`src/rtl/inst_fetch.sv`:
```
// Instruction fetch: PC, credit-limited imem requests, in-order response FIFO to decode.
// States: FETCH | issue and collect ; DRAIN | discard responses of flushed requests
module inst_fetch #(
  parameter logic [31:0] RESET_PC = 32'h0000_0000,
  parameter int          DEPTH    = 2
) (
  input  logic        clk,
  input  logic        rst_n,
  output logic        imem_req_valid,
  input  logic        imem_req_ready,
  output logic [31:0] imem_addr,
  input  logic        imem_rsp_valid,
  input  logic [31:0] imem_rsp_data,
  output logic        inst_valid,
  input  logic        inst_ready,
  output logic [31:0] inst_out,
  output logic [31:0] inst_pc,
  input  logic        redirect_valid,
  input  logic [31:0] redirect_pc
);

  localparam int PW = (DEPTH > 1) ? $clog2(DEPTH) : 1;
  localparam int CW = $clog2(DEPTH + 1);
  localparam logic [CW:0] DEPTH_W = (CW + 1)'(DEPTH);

  typedef enum logic {FETCH, DRAIN} state_t;

  state_t          state, state_next;
  logic [31:0]     pc, pc_next;
  logic [CW-1:0]   outstanding, outstanding_next;
  logic [CW-1:0]   count;
  logic [PW-1:0]   rd_ptr, wr_ptr, tag_rd, tag_wr;
  logic [31:0]     fifo_pc   [DEPTH];
  logic [31:0]     fifo_inst [DEPTH];
  logic [31:0]     tag_q     [DEPTH];
  logic [CW:0]     credit_sum;
  logic            pop, accept, rsp, write_en;
  logic            unused_pc_bits;

  assign unused_pc_bits = &{1'b0, redirect_pc[1:0]};

  function automatic logic [PW-1:0] ptr_inc(input logic [PW-1:0] p);
    return (p == PW'(DEPTH - 1)) ? '0 : p + 1'b1;
  endfunction

  always_comb begin
    inst_valid       = (count != '0);
    pop              = inst_valid & inst_ready;
    credit_sum       = {1'b0, outstanding} + {1'b0, count} - {{CW{1'b0}}, pop};
    imem_req_valid   = rst_n & (state == FETCH) & (credit_sum < DEPTH_W) & ~redirect_valid;
    imem_addr        = pc;
    accept           = imem_req_valid & imem_req_ready;
    // a response with nothing outstanding is a protocol error and is dropped
    rsp              = imem_rsp_valid & (outstanding != '0);
    write_en         = rsp & (state == FETCH) & ~redirect_valid;
    outstanding_next = outstanding + CW'(accept) - CW'(rsp);
    inst_out         = inst_valid ? fifo_inst[rd_ptr] : '0;
    inst_pc          = inst_valid ? fifo_pc[rd_ptr]   : '0;

    pc_next = pc;
    if (redirect_valid)
      pc_next = {redirect_pc[31:2], 2'b00};
    else if (accept)
      pc_next = pc + 32'd4;

    state_next = state;
    if (redirect_valid)
      state_next = (outstanding_next != '0) ? DRAIN : FETCH;
    else if (state == DRAIN && outstanding_next == '0)
      state_next = FETCH;
  end

  always_ff @(posedge clk) begin
    if (!rst_n) begin
      pc          <= RESET_PC;
      outstanding <= '0;
      count       <= '0;
      rd_ptr      <= '0;
      wr_ptr      <= '0;
      tag_rd      <= '0;
      tag_wr      <= '0;
      state       <= FETCH;
    end else begin
      pc          <= pc_next;
      outstanding <= outstanding_next;
      state       <= state_next;
      if (accept) begin
        tag_q[tag_wr] <= pc;
        tag_wr        <= ptr_inc(tag_wr);
      end
      if (redirect_valid) begin
        // accept is never set with a redirect, so clearing tag_wr here is safe
        count  <= '0;
        rd_ptr <= '0;
        wr_ptr <= '0;
        tag_rd <= '0;
        tag_wr <= '0;
      end else begin
        if (write_en) begin
          fifo_pc[wr_ptr]   <= tag_q[tag_rd];
          fifo_inst[wr_ptr] <= imem_rsp_data;
          wr_ptr            <= ptr_inc(wr_ptr);
          tag_rd            <= ptr_inc(tag_rd);
        end
        if (pop)
          rd_ptr <= ptr_inc(rd_ptr);
        count <= count + CW'(write_en) - CW'(pop);
      end
    end
  end

endmodule
```
`config.mk`:
```
export PLATFORM = sky130hd
export DESIGN_NAME = inst_fetch
export DESIGN_NICKNAME = d
export VERILOG_FILES = /design/src/rtl/inst_fetch.sv
export SDC_FILE = /design/constraint.sdc
export NUM_CORES = 1
export LEC_CHECK = 0
export BUFFER_PORTS_ARGS = -buffer_cell sky130_fd_sc_hd__buf_2
export CORE_MARGIN = 1.5
export CORE_UTILIZATION = 50
export CTS_CLUSTER_DIAMETER = 100
export DETAILED_ROUTE_END_ITERATION = 10
export PLACE_DENSITY = 0.73
export SYNTH_ARGS = -nofsm -noshare
export SYNTH_HDL_FRONTEND = slang
export SYNTH_SLANG_ARGS = --single-unit
export TNS_END_PERCENT = 20
```
`constraint.sdc`:
```
create_clock -name clk -period 6.86 [get_ports clk]
set_input_delay 0.343 -clock clk [delete_from_list [all_inputs] [get_ports clk]]
set_output_delay 0.343 -clock clk [all_outputs]
set_load 0.05 [all_outputs]
```
Yosys cells after proc, flatten, opt, wreduce, memory -nomap -nowiden
Memories as Yosys holds them, arrays and structs flattened. A register that Yosys moved wholly into a read port is not among the register bits.
Cells that the tools add are included.
{"block": "word_totals", "regBits": 41, "mem_bits_rw": 192, "input_bits": 70, "output_inout_bits": 98, "elab_cells": 67, "n_memories": 3}
{"name": "fifo_inst", "words": 2, "word_bits": 32, "read_ports": 1, "rd_ports_with_merged_regs": 1, "wr": 1, "line": "34", "text": "logic [31:0] fifo_inst [DEPTH];"}
{"name": "fifo_pc", "words": 2, "word_bits": 32, "read_ports": 1, "rd_ports_with_merged_regs": 1, "wr": 1, "line": "33", "text": "logic [31:0] fifo_pc [DEPTH];"}
{"name": "tag_q", "words": 2, "word_bits": 32, "read_ports": 1, "rd_ports_with_merged_regs": 1, "wr": 1, "line": "35", "text": "logic [31:0] tag_q [DEPTH];"}
{"block": "classes", "n_addsub": 11, "magnitude_cmp": 1, "n_mux": 24, "n_bitwise": 11, "n_reduce_logical": 8}
{"operator": "2-to-1 mux 32 bit", "count": 4}
{"operator": "adder 32 x 3 -> 32 bit (second input constant)", "count": 1}
{"operator": "2-to-1 mux 1 bit", "count": 20}
{"operator": "nonzero test 2 bit", "count": 5}
{"operator": "bitwise AND 1 bit", "count": 8}
{"operator": "adder 1 bit (second input constant)", "count": 4}
{"operator": "adder 2 x 1 -> 2 bit", "count": 2}
{"operator": "subtractor 2 x 1 -> 2 bit", "count": 2}
{"operator": "adder 2 x 2 -> 3 bit", "count": 1}
{"operator": "less-than comparator 3 x 2 -> 1 bit (second input constant)", "count": 1}
{"operator": "NOT 1 bit", "count": 3}
{"operator": "subtractor 3 x 1 -> 3 bit", "count": 1}
{"operator": "logical NOT 2 bit", "count": 1}
{"operator": "OR reduction 2 bit", "count": 1}
{"operator": "logical AND 1 bit", "count": 1}

Logic depth before layout (Yosys ltp)
{"block": "depth", "ltp_word": 13, "depth_mapped": 15}

Worst setup path after synthesis
Ideal clock, no wire load.
{"block": "synth_path", "kind": "register -> register", "start": "register outstanding[1]", "end": "memory fifo_inst[0][0] (enable)", "setup_time_ns": 0.482, "arrival_time_ns": 3.519, "required_ns": 6.378, "setup_slack_ns": 2.859, "path_stages_with_launch": 5, "n_path_buf": 0, "period_less_slack_ns": 4.001, "cell_sequence": "dfxtp_1 o21a_1 nor3b_2 nand2_1 nor2_1"}
{"block": "synth_between", "elab_chain_len": 8}
{"element": "start: declaration", "line": "30", "text": "logic [CW-1:0] outstanding, outstanding_next;"}
{"element": "start signal: assignment", "line": "85", "text": "outstanding <= outstanding_next;"}
{"element": "nonzero test 2 bit", "line": "54", "text": "rsp = imem_rsp_valid & (outstanding != '0);"}
{"element": "bitwise AND 1 bit", "line": "54"}
{"element": "bitwise AND 1 bit (2 in a row)", "line": "55", "text": "write_en = rsp & (state == FETCH) & ~redirect_valid;"}
{"element": "2-to-1 mux 1 bit", "line": "99", "text": "if (write_en) begin"}
{"element": "2-to-1 mux 1 bit", "line": "91", "text": "if (redirect_valid) begin"}
{"element": "2-to-1 mux 1 bit", "line": "74", "text": "if (!rst_n) begin"}
{"element": "2-to-1 mux 1 bit (not written as such)", "line": "101", "text": "fifo_inst[wr_ptr] <= imem_rsp_data;"}
{"element": "end: declaration", "line": "34"}
No other way between the ends.

Worst setup path after layout
{"block": "layout_path", "start": "register count[1]", "end": "memory tag_q[0][5] (enable)"}
{"block": "layout_between", "elab_chain_len": 10}
{"element": "start: declaration", "line": "31", "text": "logic [CW-1:0] count;"}
{"element": "start signal: assignment", "line": "107", "text": "count <= count + CW'(write_en) - CW'(pop);"}
{"element": "branches (longest 2 deep; another with adder 2 x 2 -> 3 bit)"}
{"element": "subtractor 3 x 1 -> 3 bit (*)", "line": "49", "text": "credit_sum = {1'b0, outstanding} + {1'b0, count} - {{CW{1'b0}}, pop};"}
{"element": "less-than comparator 3 x 2 -> 1 bit (*)", "line": "50", "text": "imem_req_valid = rst_n & (state == FETCH) & (credit_sum < DEPTH_W) & ~redirect_valid;"}
{"element": "bitwise AND 1 bit (*) (2 in a row)", "line": "50"}
{"element": "bitwise AND 1 bit (*)", "line": "52", "text": "accept = imem_req_valid & imem_req_ready;"}
{"element": "2-to-1 mux 1 bit (*)", "line": "87", "text": "if (accept) begin"}
{"element": "2-to-1 mux 1 bit (*)", "line": "74"}
{"element": "2-to-1 mux 1 bit (not written as such) (*)", "line": "88", "text": "tag_q[tag_wr] <= pc;"}
{"element": "end: declaration", "line": "35"}
Every way passes the cells marked *.

==> metrics.txt <==
Layout area overhead 19.1%; Sum Neg Setup Slack 0 ns; Min-Delay Path Class input pin to flip-flop; Die W 138 µm; post-route core utilization 0.606; Power, Total 0.00315 W; EDFF count, synth 184; top post-synthesis cells by area edfxtp_1 60%, dfxtp_1 9.0%, mux2i_1 6.9%; RSZ-0062 raised after global routing no; DIE AREA 19,100 µm²; Routed Antenna Nets 0; CTS tree yes; Switching Fraction 0.248; number of hold buffers added after CTS 0; drt first pass iters 6; Clock Sinks 225; drt drc 0; number of max-cap violations 0; synthesized flop and latch total 225; Ys Warns 0; CP top delay family simple AND/OR/NAND/NOR gates; crit path DAT 4.13 ns; Switch Pwr 0.000780 W; clock buffer count from CTS 23; chip height 138 µm; critical path depth in cells 8; Top Ports 168; Clk pwr share 0.379; Syn Inst Count 643; cell area after synthesis 9140 µm²; Fin. Hold Viols 0; Congestion Overflow GR 0; Power Internal 0.00237 W; Seq pwr share 0.505; # rows 49; Clock Tree Buf Depth 3; Logic pwr share 0.116; WP data required 7.03 ns; Hold Slack 0.0333 ns; DR vias/cell 5.49; first-pass GRT wire length 29,300 µm; routed length per placed instance 17.6 µm; Most used DFF post-synth edfxtp_1; top-area cell type share of the netlist area 0.605; worst skew pair latency 0.50 ns; Root Driver clkbuf_16; crit-path max FO 20; CP Launch Type flip-flop; postcts setup bufs 0; kind of critical path flip-flop to flip-flop; CP Cell Sequence inv_1, ha_1, fa_1, nor4bb_1, and3_1, inv_2, nor2_2, buf_4; drt total wl 18,500 µm; worst-case reg-to-reg path depth 8; clock period minus worst slack 3.96 ns; Worst-Margin Slew 1.12 ns; share of cells above drive strength 1 0.296; H-Tree Depth 1; Design Area, Final 10,900 µm²; via count 5,756; Core Region 18,000 µm²; Buffers on Ports 161; Hold Path Depth 1; critical path's slowest cell and3_1; outcome finished clean; P per Cell Area 289 nW/µm²; largest net degree at the start of global routing 63; Worst path max stage delay 0.66 ns; Tcrit/Tclk final 0.578; count leader, synth edfxtp_1; clk_skew 0.00972 ns; VDD IR max 0.000188 V; initial antenna violation count 0; hpwl dp 12,100 µm; Starting Density 0.509; Final GP Congestion 0.877; Leak 4.01 nW; initial drt markers 400; Max Freq 252 MHz; Total Routing Usage GR 0.192; Slew headroom 0.256; diode count 0; Final Slew Violations 0; top post-synthesis cells by count 184 x edfxtp_1, 84 x nor2_1, 63 x mux2i_1; sequential area share after synthesis 0.695; ys async rst share 0; Synth cell types 57; syn avg cell area 14.2 µm²; Fillers 1,415; Final #Nets 880; Clk pin slew, worst setup/hold paths 0.06 ns; CP endpoint kind flip-flop; WP buf/inv 3; post-synth top area cell edfxtp_1; CTS resizes 0; endpoints failing setup 0; number of global-route vias before repair 5,670; Post-DP Area 10,200 µm²
-- kinds of logic (layout without fill, tap and decap cells) --
kind of cell / count (synthesis) / count (layout) / synth area share
xor gates and xnor gates: 26 / 26 / 0.0249
and+or+nand+nor: 182 / 182 / 0.0968
buffers and inverters: 45 / 219 / 0.0214
other: 1 / 4 / 0.000410
DFF: 225 / 225 / 0.695
muxes: 93 / 93 / 0.106
adders and majority gates: 6 / 6 / 0.00904
AOI/OAI and AO/OA: 65 / 65 / 0.0470
-- placed cells by master (no fill, tap or decap), types with 4 or more instances in the layout --
master,count
a211oi_1,4
xor2_1,13
dfxtp_1,40
mux2_2,30
nand4_1,16
clkbuf_16,23
a21oi_1,11
nand2_1,30
clkinv_1,4
inv_1,8
clkbuf_1,8
nor3_1,7
conb_1,4
ha_1,5
edfxtp_1,184
nor2_1,81
a31oi_1,4
and2_1,8
buf_2,161
o21ai_0,21
mux2i_1,63
xnor2_1,13
buf_4,7
nand3_1,8
and3_1,5
-- final cells by class --
type                            instances  area, µm²  share of cell area
Multi-Input combinational cell        376       2630               0.241
Clock inverter                          8       90.1             0.00828
Tap cell                              229        287              0.0263
Sequential cell                       225       6350               0.584
Clock buffer                           33        633              0.0582
Inverter                               10       37.5             0.00345
Timing Repair Buffer                  168        858              0.0789
-- flip-flops by register name, summed over array words and instances (netlist names), named ones only --
register and cells:
fifo_pc 60, imem_addr 30, state 1, outstanding 2, tag_rd 1, count 2
wr_ptr 1, tag_q 60, tag_wr 1, rd_ptr 1, fifo_inst 64
-- per-layer routing --
metal  GRT usage  wire [µm]  up-vias
met2       0.330       9100      240
met1       0.244       7610     2768
li1            -          -     2711
met5           0          0        -
met4      0.0637        427        0
met3      0.0378       1320       37
-- through the flow --
step	setup slack (ns)	instances
after floorplan	2.86	646
after global placement	3.02	1008
after detailed placement	2.89	1008
after CTS	2.89	1049
after global routing	2.57	1049
final	2.90	1049
-- path summary, 6_finish.rpt --
path / start / to / slack [ns]
min reg2reg: rd_ptr$_SDFFE_PP0P_ / rd_ptr$_SDFFE_PP0P_ / 0.51
max: count[1]$_SDFF_PP0_ / tag_q[0][5]$_DFFE_PP_ / 2.90
max reg2reg: count[1]$_SDFF_PP0_ / tag_q[0][5]$_DFFE_PP_ / 2.90
min: imem_rsp_data[20] / fifo_inst[1][20]$_DFFE_PP_ / 0.03
-- power groups by stage --
stage	registers [W]	clock network, W	logic (W)
6_report	0.00159	0.00119	0.000367
5_1_grt	0.00160	0.00127	0.000394
4_1_cts	0.00159	0.00121	0.000369
3_5_place_dp	0.00162	0	0.000367
3_3_place_gp	0.00161	0	0.000356
2_1_floorplan	0.00165	0	0.000225
(Power assumes the default switching activity.)
